File: src/rtl/gl_pkg.sv
// Shared opcode map, instruction field layout and GL state constants
// for the GL command front end.
package gl_pkg;

  localparam int INST_W   = 32;
  localparam int OPC_W    = 8;
  localparam int IMM_W    = 23;
  localparam int OPC_LSB  = 0;
  localparam int IMM_LSB  = 8;
  localparam int TYPE_BIT = 31;
  localparam int BEAT_W   = 2;

  typedef logic [OPC_W-1:0] opcode_t;

  localparam opcode_t OP_NOP             = 8'h00;
  localparam opcode_t OP_VIEWPORT        = 8'h01;
  localparam opcode_t OP_PUSH            = 8'h02;
  localparam opcode_t OP_POP             = 8'h03;
  localparam opcode_t OP_COLOR           = 8'h04;
  localparam opcode_t OP_MATRIX_MODE     = 8'h05;
  localparam opcode_t OP_LOAD_IDENTITY   = 8'h06;
  localparam opcode_t OP_LOAD_MATRIX     = 8'h07;
  localparam opcode_t OP_MULT_MATRIX     = 8'h08;
  localparam opcode_t OP_PERSPECTIVE_DIV = 8'h09;

  localparam logic MODE_MODELVIEW  = 1'b0;
  localparam logic MODE_PROJECTION = 1'b1;

  localparam logic [31:0] COLOR_RESET = 32'hFFFF_FFFF;

  localparam logic [BEAT_W-1:0] LAST_BEAT = 2'd3;

  // Bit order mirrors the word: [31] type, [30:8] imm, [7:0] opcode.
  typedef struct packed {
    logic             op_type;
    logic [IMM_W-1:0] imm;
    opcode_t          opcode;
  } gl_inst_t;

  function automatic logic is_multi(
    input opcode_t op
  );
    return (op == OP_LOAD_MATRIX) ||
           (op == OP_MULT_MATRIX);
  endfunction

endpackage

File: src/rtl/gl_fetch_stage.sv
// Fetch stage: PC, instruction register and its address,
// all frozen while decode reports stall.
module gl_fetch_stage
  import gl_pkg::*;
#(
  parameter int unsigned ADDR_W = 32,
  parameter int unsigned DATA_W = 32,
  parameter logic [ADDR_W-1:0] RESET_PC = '0
) (
  input  logic              clk,
  input  logic              reset,
  input  logic              stall,
  input  logic [DATA_W-1:0] inst_in,
  output logic [ADDR_W-1:0] pc,
  output logic [DATA_W-1:0] ir,
  output logic [ADDR_W-1:0] ir_addr
);

  always_ff @(posedge clk or negedge reset) begin
    if (!reset) begin
      pc      <= RESET_PC;
      ir      <= '0;
      ir_addr <= '0;
    end else if (!stall) begin
      ir      <= inst_in;
      ir_addr <= pc;
      pc      <= pc + ADDR_W'(1);
    end
  end

endmodule

File: src/rtl/gl_fetch_decode.sv
// GL command front end: fetch plus decode into strobes and GL state.
// Optional GL_ILLEGAL_OPCODE_DETECT_EN adds illegal_op/illegal_seen.
module gl_fetch_decode
  import gl_pkg::*;
#(
  parameter int unsigned ADDR_W = 32,
  parameter int unsigned DATA_W = 32,
  parameter logic [ADDR_W-1:0] RESET_PC = '0
) (
  input  logic              clk,
  input  logic              reset,
  output logic [ADDR_W-1:0] inst_addr,
  input  logic [DATA_W-1:0] inst_in,
  output logic [ADDR_W-1:0] data_addr,
  input  logic [DATA_W-1:0] data_rd_0,
  input  logic [DATA_W-1:0] data_rd_1,
  input  logic [DATA_W-1:0] data_rd_2,
  input  logic [DATA_W-1:0] data_rd_3,
  output logic [31:0]       viewport_x,
  output logic [31:0]       viewport_y,
  output logic [31:0]       viewport_width,
  output logic [31:0]       viewport_height,
  output logic [31:0]       color_out,
  output logic              matrix_mode_out,
  output logic              push_en,
  output logic              pop_en,
  output logic              matrix_load_id_en,
  output logic              matrix_load_en,
  output logic              matrix_mul_en,
  output logic              matrix_mul_type,
  output logic [1:0]        matrix_row,
  output logic [31:0]       matrix_data_0,
  output logic [31:0]       matrix_data_1,
  output logic [31:0]       matrix_data_2,
  output logic [31:0]       matrix_data_3,
  output logic              perspective_div_en,
  output logic              stall
`ifdef GL_ILLEGAL_OPCODE_DETECT_EN
  ,
  output logic              illegal_op,
  output logic              illegal_seen
`endif
);

  logic [ADDR_W-1:0] pc;
  logic [DATA_W-1:0] ir;
  logic [ADDR_W-1:0] ir_addr;
  logic [BEAT_W-1:0] beat;
  logic [ADDR_W-1:0] base;
  gl_inst_t          inst;
  logic              multi;
  logic              vp_we;
  logic              col_imm_we;
  logic              col_mem_we;
  logic              mode_we;

  gl_fetch_stage #(
    .ADDR_W   (ADDR_W),
    .DATA_W   (DATA_W),
    .RESET_PC (RESET_PC)
  ) u_fetch (
    .clk     (clk),
    .reset   (reset),
    .stall   (stall),
    .inst_in (inst_in),
    .pc      (pc),
    .ir      (ir),
    .ir_addr (ir_addr)
  );

  assign inst_addr = pc;
  assign inst      = gl_inst_t'(ir[INST_W-1:0]);
  assign multi     = is_multi(inst.opcode);

  // Operands are PC-relative to the decoded word; beats step by 4 words.
  assign base      = ir_addr + ADDR_W'(inst.imm);
  assign data_addr = base + ADDR_W'({beat, 2'b00});

  assign stall      = multi && (beat != LAST_BEAT);
  assign matrix_row = multi ? beat : '0;

  assign matrix_data_0 = 32'(data_rd_0);
  assign matrix_data_1 = 32'(data_rd_1);
  assign matrix_data_2 = 32'(data_rd_2);
  assign matrix_data_3 = 32'(data_rd_3);

  always_comb begin
    push_en            = 1'b0;
    pop_en             = 1'b0;
    matrix_load_id_en  = 1'b0;
    matrix_load_en     = 1'b0;
    matrix_mul_en      = 1'b0;
    matrix_mul_type    = 1'b0;
    perspective_div_en = 1'b0;
    vp_we              = 1'b0;
    col_imm_we         = 1'b0;
    col_mem_we         = 1'b0;
    mode_we            = 1'b0;
    unique case (1'b1)
      inst.opcode == OP_VIEWPORT:
        vp_we = inst.op_type;
      inst.opcode == OP_PUSH:
        push_en = 1'b1;
      inst.opcode == OP_POP:
        pop_en = 1'b1;
      inst.opcode == OP_COLOR: begin
        col_imm_we = !inst.op_type;
        col_mem_we = inst.op_type;
      end
      inst.opcode == OP_MATRIX_MODE:
        mode_we = 1'b1;
      inst.opcode == OP_LOAD_IDENTITY:
        matrix_load_id_en = 1'b1;
      inst.opcode == OP_LOAD_MATRIX:
        matrix_load_en = 1'b1;
      inst.opcode == OP_MULT_MATRIX: begin
        matrix_mul_en   = 1'b1;
        matrix_mul_type = inst.imm[0];
      end
      inst.opcode == OP_PERSPECTIVE_DIV:
        perspective_div_en = 1'b1;
      default: ;
    endcase
  end

  always_ff @(posedge clk or negedge reset) begin
    if (!reset) begin
      beat <= '0;
    end else if (multi) begin
      beat <= beat + BEAT_W'(1);
    end else begin
      beat <= '0;
    end
  end

  always_ff @(posedge clk or negedge reset) begin
    if (!reset) begin
      viewport_x      <= '0;
      viewport_y      <= '0;
      viewport_width  <= '0;
      viewport_height <= '0;
    end else if (vp_we) begin
      viewport_x      <= 32'(data_rd_0);
      viewport_y      <= 32'(data_rd_1);
      viewport_width  <= 32'(data_rd_2);
      viewport_height <= 32'(data_rd_3);
    end
  end

  always_ff @(posedge clk or negedge reset) begin
    if (!reset) begin
      color_out <= COLOR_RESET;
    end else if (col_imm_we) begin
      color_out <= {9'b0, inst.imm};
    end else if (col_mem_we) begin
      color_out <= 32'(data_rd_0);
    end
  end

  always_ff @(posedge clk or negedge reset) begin
    if (!reset) begin
      matrix_mode_out <= MODE_MODELVIEW;
    end else if (mode_we) begin
      matrix_mode_out <= inst.imm[0];
    end
  end

`ifdef GL_ILLEGAL_OPCODE_DETECT_EN
  assign illegal_op = inst.opcode > OP_PERSPECTIVE_DIV;

  always_ff @(posedge clk or negedge reset) begin
    if (!reset) begin
      illegal_seen <= 1'b0;
    end else if (illegal_op) begin
      illegal_seen <= 1'b1;
    end
  end
`endif

endmodule

File: config.mk
export PLATFORM = sky130hd
export DESIGN_NAME = gl_fetch_decode
export DESIGN_NICKNAME = d
export VERILOG_FILES = /design/src/rtl/gl_pkg.sv /design/src/rtl/gl_fetch_stage.sv /design/src/rtl/gl_fetch_decode.sv
export SDC_FILE = /design/constraint.sdc
export NUM_CORES = 1
export LEC_CHECK = 0
export ABC_AREA = 1
export CAP_MARGIN = 20
export CORE_MARGIN = 2
export CORE_UTILIZATION = 25
export DETAILED_ROUTE_END_ITERATION = 12
export GPL_ROUTABILITY_DRIVEN = 0
export PLACE_DENSITY = 0.58
export SYNTH_ARGS = -nofsm -noshare
export SYNTH_HDL_FRONTEND = slang
export SYNTH_HIERARCHICAL = 1
export SYNTH_SLANG_ARGS = --single-unit
File: constraint.sdc
create_clock -name clk -period 3.7 [get_ports clk]
set_clock_uncertainty 0.1 [all_clocks]
set_input_delay 0.74 -clock clk [delete_from_list [all_inputs] [get_ports clk]]
set_output_delay 0.74 -clock clk [all_outputs]
set_load 0.005 [all_outputs]
# --- Word level (Yosys, flattened, before mapping) ---
# Cells that the tools add are included.
word_totals:
  ff_bits: 259
  elab_cells: 43
  output_inout_bits: 363
  inputBits: 162
classes:
  n_reduce_logical: 4
  mux: 15
  n_eq_ne: 10
  n_addsub: 4
op_table:
  columns: ["op", "n"]
  rows:
  - ["$mux W32", 2]
  - ["$add A32 B1 Y32 const B", 1]
  - ["$add A32 B23 Y32", 1]
  - ["$add A32 B4 Y32", 1]
  - ["$eq A8 B3 Y1 const B", 4]
  - ["$eq A8 B2 Y1 const B", 2]
  - ["$eq A8 B4 Y1 const B", 2]
  - ["$mux W1", 11]
  - ["$eq A8 B1 Y1 const B", 1]
  - ["$mux W2", 2]
  - ["$add A2 B1 Y2 const B", 1]
  - ["$ne A2 B2 Y1 const B", 1]
  - ["$reduce_bool A2 Y1", 1]
  - ["$logic_and A1 B1 Y1", 1]
  - ["$logic_not A1 Y1", 1]
  - ["$logic_or A1 B1 Y1", 1]

# --- Depth between registers and ports, before layout ---
# Gate-level depths: netlist of run 1.
logic_depth:
  word_depth: 4
  ltp_mapped: 15
  depth_no_buf: 14

# --- Hierarchy ---
# Netlist of run 1, hierarchy kept.
modules_own_cells:
  columns: ["module", "area_per_inst_um2", "cells_each", "instances", "seq_area_each_um2"]
  rows:
  - ["gl_fetch_decode", 10063.4, 1112, 1, 4119.0]
  - ["gl_fetch_stage", 4161.5, 485, 1, 2402.3]

# --- Least setup slack after synthesis of run 1 ---
# Ideal clock, no wire load.
synth_timing:
  path_kind: "register -> output"
  start: "reg beat[0]"
  end: "out data_addr[29]"
  arrival_ns: 2.064
  setup_slack_ns: 0.796
  path_stages_with_launch: 13
  n_path_buf: 0
  t_required_ns: 2.860
  path_cell_list: "dfrtp_1 inv_1 fa_1 fa_1 inv_1 nand3_1 nand3_1 nand3_1 nand3_1 nand2_1 nand2_1 nand2_1 nand2_1"
synth_via:
  elab_chain_cells: 1
synth_lines:
  columns: ["element", "line_no", "rtl"]
  rows:
  - ["start: declaration", "gl_fetch_decode.sv:48", "logic [BEAT_W-1:0] beat;"]
  - ["start signal: assignment", "gl_fetch_decode.sv:130", "beat <= beat + BEAT_W'(1);"]
  - ["$add A32 B4 Y32", "gl_fetch_decode.sv:77", "assign data_addr = base + ADDR_W'({beat, 2'b00});"]
  - ["end: declaration", "gl_fetch_decode.sv:14", "output logic [ADDR_W-1:0] data_addr,"]
# No other way between the ends.

# --- Final worst setup path of run 1 ---
layout_timing:
  start: "reg u_fetch.ir_addr[2]"
  end: "out data_addr[6]"
layout_via:
  elab_chain_cells: 2
layout_lines:
  columns: ["element", "line_no", "rtl"]
  rows:
  - ["start: declaration", "gl_fetch_stage.sv:16", "output logic [ADDR_W-1:0] ir_addr"]
  - ["start signal: assignment", "gl_fetch_stage.sv:26", "ir_addr <= pc;"]
  - ["$add A32 B23 Y32", "gl_fetch_decode.sv:76", "assign base = ir_addr + ADDR_W'(inst.imm);"]
  - ["$add A32 B4 Y32", "gl_fetch_decode.sv:77", null]
# No other way between the ends.

==> results.md, run 1 <==
* Final hold vios at 0
* Largest net degree at the start of global routing at 99
* Via Count at 12345
* Cell Area, Synth at 14200 sq um
* Unrepaired setup endpoints after global routing: true
* Internal at between 6000 and 7000 uW
* Num rows at 87
* Htree depth at 2
* CP required at 2.86 ns
* Switching pwr at 2840 uW
* Synth Instances at 1597
* Failing checks: setup timing
* Setup WS post-layout at -0.0965 ns
* Syn. warnings at 6
* Initial Util at 0.253
* Post-synth top area cell: dfrtp_1
* Vias in the first global route at 12432
* Tcrit/Tclk final at 1.03
* Status: complete, but fails checks
* Finished Layout Cells at ~2800
* Critical path's slowest cell: fa_1
* Initial antenna violation count at 1
* GRT Overall Usage at 0.182
* Nets at between 2000 and 2500
* WP data arrival at slightly below 3 ns
* Clock transition at path regs at around 0.060 ns
* #FFs+latches synth at 259
* Switching Share at 0.293
* TritonRoute pass-1 iters at 5
* Netlist cell types at 40
* Full die area at 58800 sq um
* WL final at around 56000 um
* Synth area leaders: dfrtp_1 (40%), nand2_1 (13%), mux2_4 (8.4%)
* # port buffers at between 500 and 600
* Startpoint Class: flop
* Pins over their slew limit at 0
* Fill cell count at roughly 5500
* Crit-path max cell delay at between 0.5 and 0.6 ns
* Die Wd at 243 um
* Largest vdd supply drop at ~0.45 mV
* Hold Path Class: primary input to async pin
* Worst Path Buf+Inv at 3
* Max_slew headroom at 0.421
* CP Max Fanout at 3
* Max clock buf depth at 3
* Number of I/O pins at 525
* Placeable Area at approximately 56000 sq um
* Max-cap violations at 0
* Final setup violation count at 2
* Combinational power share at 0.292
* Most common cell after layout, fill and taps aside: clkdlybuf4s50_1
* 1st-iter DRT viols at 624
* Average cell area after synthesis at just under 9 sq um
* Hold buffers post-CTS at 0
* CTS tree: done
* CTS Buf Count at 35
* PD cells at 453 nW/um^2
* First-pass GRT wire length at 80700 um
* Post-placement cell count at 2752
* Worst slew pin tran at just under 0.9 ns
* Clk Latency, worst-skew pair at between 0.5 and 0.6 ns
* Clock Sinks at 259
* Area Overhead vs Synth at 50.4%
* Die H at 243 um
* Post-layout min period at 3.80 ns
* Syn Nets at approximately 1800
* Post-DR wirelength/cell at 19.7 um
* Worst path cell trace: inv_2 > fa_1 > inv_2 > ha_4 > nand3_2 > nand3_2 > nand2_2 > nand2_4 > xor2_2 > clkdlybuf4s50_1
* Layout cells sized above 1 at 0.186
* Seq/Total Area, Yosys at 0.458
* DRC errors left at 0
* Via-to-Cell Ratio at around 4.4
* Most frequent cells in the layout: clkdlybuf4s50_1 (496), nand2_1 (468), dfrtp_1 (223), inv_1 (179), o21ai_0 (101)
* LEAKAGE at 0.0103 uW
* Sequential Power Share at 0.348
* Total congestion overflow at 0
* Root Buffer: clkbuf_16
* CP Capture Type: output pin
* Clock power share at 0.360
* Post-DP HPWL at between 40000 and 50000 um
* Pre-CTS setup slack at 0.0235 ns
* WS Path Type: flop to output pin
* Critical path's top delay family: adder cells
* Synth top area share at 0.399
* F_max at ~260 MHz
* Routed Antenna Nets at 0
-- per-stage QoR --
stage          total power, uW  setup TNS (ns)   util  area, sq um  hold slack [ns]
6_report                  9690          -0.122  0.380        21400            0.190
4_1_cts                   9650          -0.916  0.376        21200            0.214
5_1_grt                  10200          -0.865  0.380        21400            0.230
2_1_floorplan             4340               0      -        14200            0.332
3_3_place_gp              5860               0  0.349        19600            0.369
3_5_place_dp              5870               0  0.349        19600            0.374
-- worst reg2reg max path, cell delays in order (launching register included) --
cell,delay [ns]
dfrtp_1,0.39
nor2_1,0.25
inv_1,0.11
nor3_1,0.30
nor2_1,0.20
nor2_4,0.19
buf_4,0.48
buf_4,0.50
o21ai_0,0.18
-- power groups by stage --
stage               Clock, uW  Sequential [uW]  Combinational (uW)
finish                   3490             3370                2830
global route             3710             3410                3040
CTS                      3590             3370                2690
detailed placement          0             3410                2460
global placement            0             3400                2460
floorplan                   0             3390                 959
-- layout make-up --
| cell class | instances | area [sq um] | area share |
|---|---|---|---|
| diodes | 1 | 2.50 | 0.000117 |
| clock buffers | 53 | 1070 | 0.0498 |
| clock inverters | 7 | 110 | 0.00515 |
| inverters | 185 | 697 | 0.0326 |
| multi-input cells | 982 | 6370 | 0.298 |
| flip-flops and latches | 259 | 6530 | 0.305 |
| well taps | 756 | 946 | 0.0442 |
| repair buffers | 584 | 5680 | 0.265 |
-- kinds of logic after synthesis --
kind of cell    synth area share
xor+xnor                  0.0185
flops                      0.458
mux                        0.100
buf+inv                    0.134
fa+ha+maj                 0.0447
compound gates            0.0476
simple gates               0.196
-- timing repair --
item,CTS,global route
pin swaps,23,21
buffers inserted,8,7
endpoints found under the setup margin,29,27
resized for setup,117,75
hold endpoints to repair,0,0
-- cell usage after synthesis, drive strengths merged --
master,n
nand2,503
dfrtp,227
inv,185
buf,148
o21ai,101
mux2,99
nor2,80
nand3,51
ha,46
dfstp,32
xor2,29
clkbuf,23
nor3,19
a21oi,18
nand4,15
o31ai,8
fa,3
nor4,2
o21bai,2
or2,2
a31oi,1
and2,1
mux2i,1
xnor2,1
-- routing by layer --
| metal | share of wire | up-vias | track usage |
|---|---|---|---|
| met3 | 0.052 | 77 | 0.0342 |
| met4 | 0.032 | 0 | 0.0595 |
| li1 | - | 5825 | - |
| met5 | 0 | - | 0 |
| met1 | 0.42 | 6007 | 0.223 |
| met2 | 0.50 | 436 | 0.321 |
-- final timing paths --
| kind | slack [ns] | to | cells past startpoint | startpoint |
|---|---|---|---|---|
| min | 0.19 | u_fetch/ir_addr[0]$_DFFE_PN0N_ | 1 | reset |
| max reg2reg | 0.86 | u_fetch/ir_addr[27]$_DFFE_PN0N_ | 8 | u_fetch/ir[3]$_DFFE_PN0N_ |
| min in group clk | 0.38 | viewport_x[2]$_DFFE_PN0P_ | 2 | viewport_x[2]$_DFFE_PN0P_ |
| max | -0.1 | data_addr[6] | 10 | u_fetch/ir_addr[2]$_DFFE_PN0N_ |
| max in group asynchronous | 2.40 | color_out[14]$_DFFE_PN1P_ | 2 | reset |
| min reg2reg | 0.38 | viewport_x[2]$_DFFE_PN0P_ | 2 | viewport_x[2]$_DFFE_PN0P_ |
-- flip-flops by register name, summed over array words and instances, names as in the netlist --
signal and flops:
viewport_x 32, matrix_mode_out 1, viewport_width 32, viewport_y 32, color_out 32, beat 2, u_fetch/ir_addr 32, u_fetch/ir 32
u_fetch/pc 32, viewport_height 32
No activity file was read; power rests on OpenSTA's default activity.
==> run 2, diff against run 1 <==
--- a/config.mk
+++ b/config.mk
@@ -12,6 +12,7 @@
 export DETAILED_ROUTE_END_ITERATION = 12
 export GPL_ROUTABILITY_DRIVEN = 0
 export PLACE_DENSITY = 0.58
+export SKIP_CTS_REPAIR_TIMING = 1
 export SYNTH_ARGS = -nofsm -noshare
 export SYNTH_HDL_FRONTEND = slang
 export SYNTH_HIERARCHICAL = 1
==> run 2 against run 1 <==
The flow still finishes with violations (setup timing). Critical endpoint unchanged. Maximum frequency up 0.75%. Critical path depth unchanged. Clock power about the same. Via count down 0.26%. Sequential share of layout area up 0.081 points. Setup slack better by 0.028 ns. Final cell count down 0.14%.
==> results.md, run 2 (synthesized netlist as in run 1, its figures left out) <==
* GRT Overall Usage at 0.180 (was 0.182)
* Max clock buf depth at 3 (unchanged)
* Post-DP HPWL at 43300 um (unchanged)
* Num rows at 87 (unchanged)
* Die H at 243 um (unchanged)
* Switching Share at 0.293 (about the same)
* Placeable Area at 56300 sq um (unchanged)
* WHS at 0.188 ns (was 0.190 ns)
* Final setup violation count at 3 (was 2)
* GR Layer Usage met2 at 0.318 (was 0.321)
* Unrepaired setup endpoints after global routing: true (unchanged)
* Root Buffer: clkbuf_16 (unchanged)
* Post-DR wirelength/cell at 19.6 um (was 19.7 um)
* Max_slew headroom at 0.420 (was 0.421)
* Switching pwr at 2830 uW (was 2840 uW)
* Pre-CTS setup slack at 0.0235 ns (unchanged)
* Nets at 2254 (was 2258)
* Max-cap violations at 0 (unchanged)
* 1st-iter DRT viols at 662 (was 624)
* Post-layout min period at 3.77 ns (was 3.80 ns)
* DRC errors left at 0 (unchanged)
* Post-placement cell count at 2752 (unchanged)
* Largest vdd supply drop at 0.440 mV (was 0.446 mV)
* Clock transition at path regs at 0.06 ns (about the same)
* Setup WS post-layout at -0.0683 ns (was -0.0965 ns)
* Pins over their slew limit at 0 (unchanged)
* WS Path Type: flop to output pin (unchanged)
* Die Wd at 243 um (unchanged)
* Number of I/O pins at 525 (unchanged)
* # port buffers at 524 (unchanged)
* Clock power share at 0.360 (about the same)
* Clock Sinks at 259 (unchanged)
* Largest net degree at the start of global routing at 99 (unchanged)
* Vias in the first global route at 12274 (was 12432)
* Clk Latency, worst-skew pair at 0.53 ns (was 0.54 ns)
* Met1 usage in global routing at 0.221 (was 0.223)
* CP Max Fanout at 3 (unchanged)
* LEAKAGE at 0.0104 uW (was 0.0103 uW)
* CTS Buf Count at 35 (unchanged)
* Failing checks: setup timing (unchanged)
* Most common cell after layout, fill and taps aside: clkdlybuf4s50_1 (unchanged)
* Via Count at 12313 (was 12345)
* CP Capture Type: output pin (unchanged)
* TritonRoute pass-1 iters at 5 (unchanged)
* Final hold vios at 0 (unchanged)
* CP required at 2.86 ns (about the same)
* Most used routing layer: met2 (unchanged)
* Most frequent cells in the layout: clkdlybuf4s50_1 (497), nand2_1 (468), dfrtp_1 (222), inv_1 (179), o21ai_0 (101) (was clkdlybuf4s50_1 (496), nand2_1 (468), dfrtp_1 (223), inv_1 (179), o21ai_0 (101))
* Worst slew pin tran at 0.870 ns (was 0.869 ns)
* Status: complete, but fails checks (unchanged)
* WP data arrival at 2.93 ns (was 2.96 ns)
* Initial antenna violation count at 1 (unchanged)
* Sequential Power Share at 0.348 (about the same)
* Finished Layout Cells at 2823 (was 2827)
* Startpoint Class: flop (unchanged)
* Area Overhead vs Synth at 50.1% (was 50.4%)
* Combinational power share at 0.292 (about the same)
* Total congestion overflow at 0 (unchanged)
* Full die area at 58800 sq um (unchanged)
* PD cells at 454 nW/um^2 (was 453 nW/um^2)
* First-pass GRT wire length at 79800 um (was 80700 um)
* F_max at 265 MHz (was 263 MHz)
* Routed Antenna Nets at 0 (unchanged)
* Via-to-Cell Ratio at 4.36 (was 4.37)
* Fill cell count at 5548 (was 5542)
* Initial Util at 0.253 (unchanged)
* Internal at 6850 uW (about the same)
* Layout cells sized above 1 at 0.179 (was 0.186)
* Htree depth at 2 (unchanged)
* Hold Path Class: primary input to async pin (unchanged)
* WL final at 55300 um (was 55600 um)
* Tcrit/Tclk final at 1.02 (was 1.03)
* CTS tree: done (unchanged)
* Total power at 9680 uW (was 9690 uW)
* M3 GR Usage at 0.0354 (was 0.0342)
[run 2: changes by cell type in the layout (fill, tap and decap cells not counted), sizes merged]
cell and change:
dlymetal6s2s +11, buf -5, clkbuf -5, dlygate4sd2 -5
clkdlybuf4s15 -1, clkdlybuf4s50 +1
[run 2: layer usage]
layer / part of all wire / vias to the layer above
met5: 0 / -
met2: 0.49 / 444
met4: 0.036 / 0
li1: - / 5819
met1: 0.41 / 5964
met3: 0.058 / 86
[run 2: layout make-up]
cell class              instances  area (sq um)  share of cell area
clock buffers                  53          1070              0.0499
multi-input cells             982          6290               0.295
diodes                          1          2.50            0.000117
repair buffers                580          5710               0.267
clock inverters                 7           110             0.00516
well taps                     756           946              0.0443
inverters                     185           697              0.0326
flip-flops and latches        259          6530               0.306
[run 2: per-stage QoR]
step | TNS, ns | cell area, sq um | utilization
floorplan | 0 | 14200 | -
global placement | 0 | 19600 | 0.349
detailed placement | 0 | 19600 | 0.349
CTS | -12.20 | 20800 | 0.369
global route | -1.44 | 21300 | 0.379
finish | -0.176 | 21300 | 0.379
[run 2: path summary, 6_finish.rpt]
check / start / end / slack [ns] / cells past startpoint
min in group clk: viewport_x[2]$_DFFE_PN0P_ / viewport_x[2]$_DFFE_PN0P_ / 0.38 / 2
hold / removal: reset / u_fetch/ir_addr[0]$_DFFE_PN0N_ / 0.19 / 1
setup / recovery: u_fetch/ir_addr[2]$_DFFE_PN0N_ / data_addr[6] / -0.07 / 10
setup reg to reg: u_fetch/ir[3]$_DFFE_PN0N_ / u_fetch/ir_addr[27]$_DFFE_PN0N_ / 0.86 / 8
hold reg to reg: viewport_x[2]$_DFFE_PN0P_ / viewport_x[2]$_DFFE_PN0P_ / 0.38 / 2
max in group asynchronous: reset / color_out[14]$_DFFE_PN1P_ / 2.41 / 2
[run 2: power groups by stage]
| stage | Clock (uW) | Combinational, uW | Sequential [uW] |
|---|---|---|---|
| after detailed placement | 0 | 2460 | 3410 |
| final | 3480 | 2830 | 3370 |
| after global placement | 0 | 2460 | 3400 |
| after floorplan | 0 | 959 | 3390 |
| after global routing | 3710 | 3040 | 3410 |
| after CTS | 3590 | 2490 | 3370 |
[run 2: worst max-delay path, stage by stage (launching register included)]
cell             delay (ns)
dfrtp_1                0.36
inv_2                  0.05
fa_1                   0.59
inv_2                  0.06
ha_4                   0.27
nand3_2                0.07
nand3_2                0.10
nand2_2                0.07
nand2_4                0.09
xor2_4                 0.20
clkdlybuf4s50_1        0.54
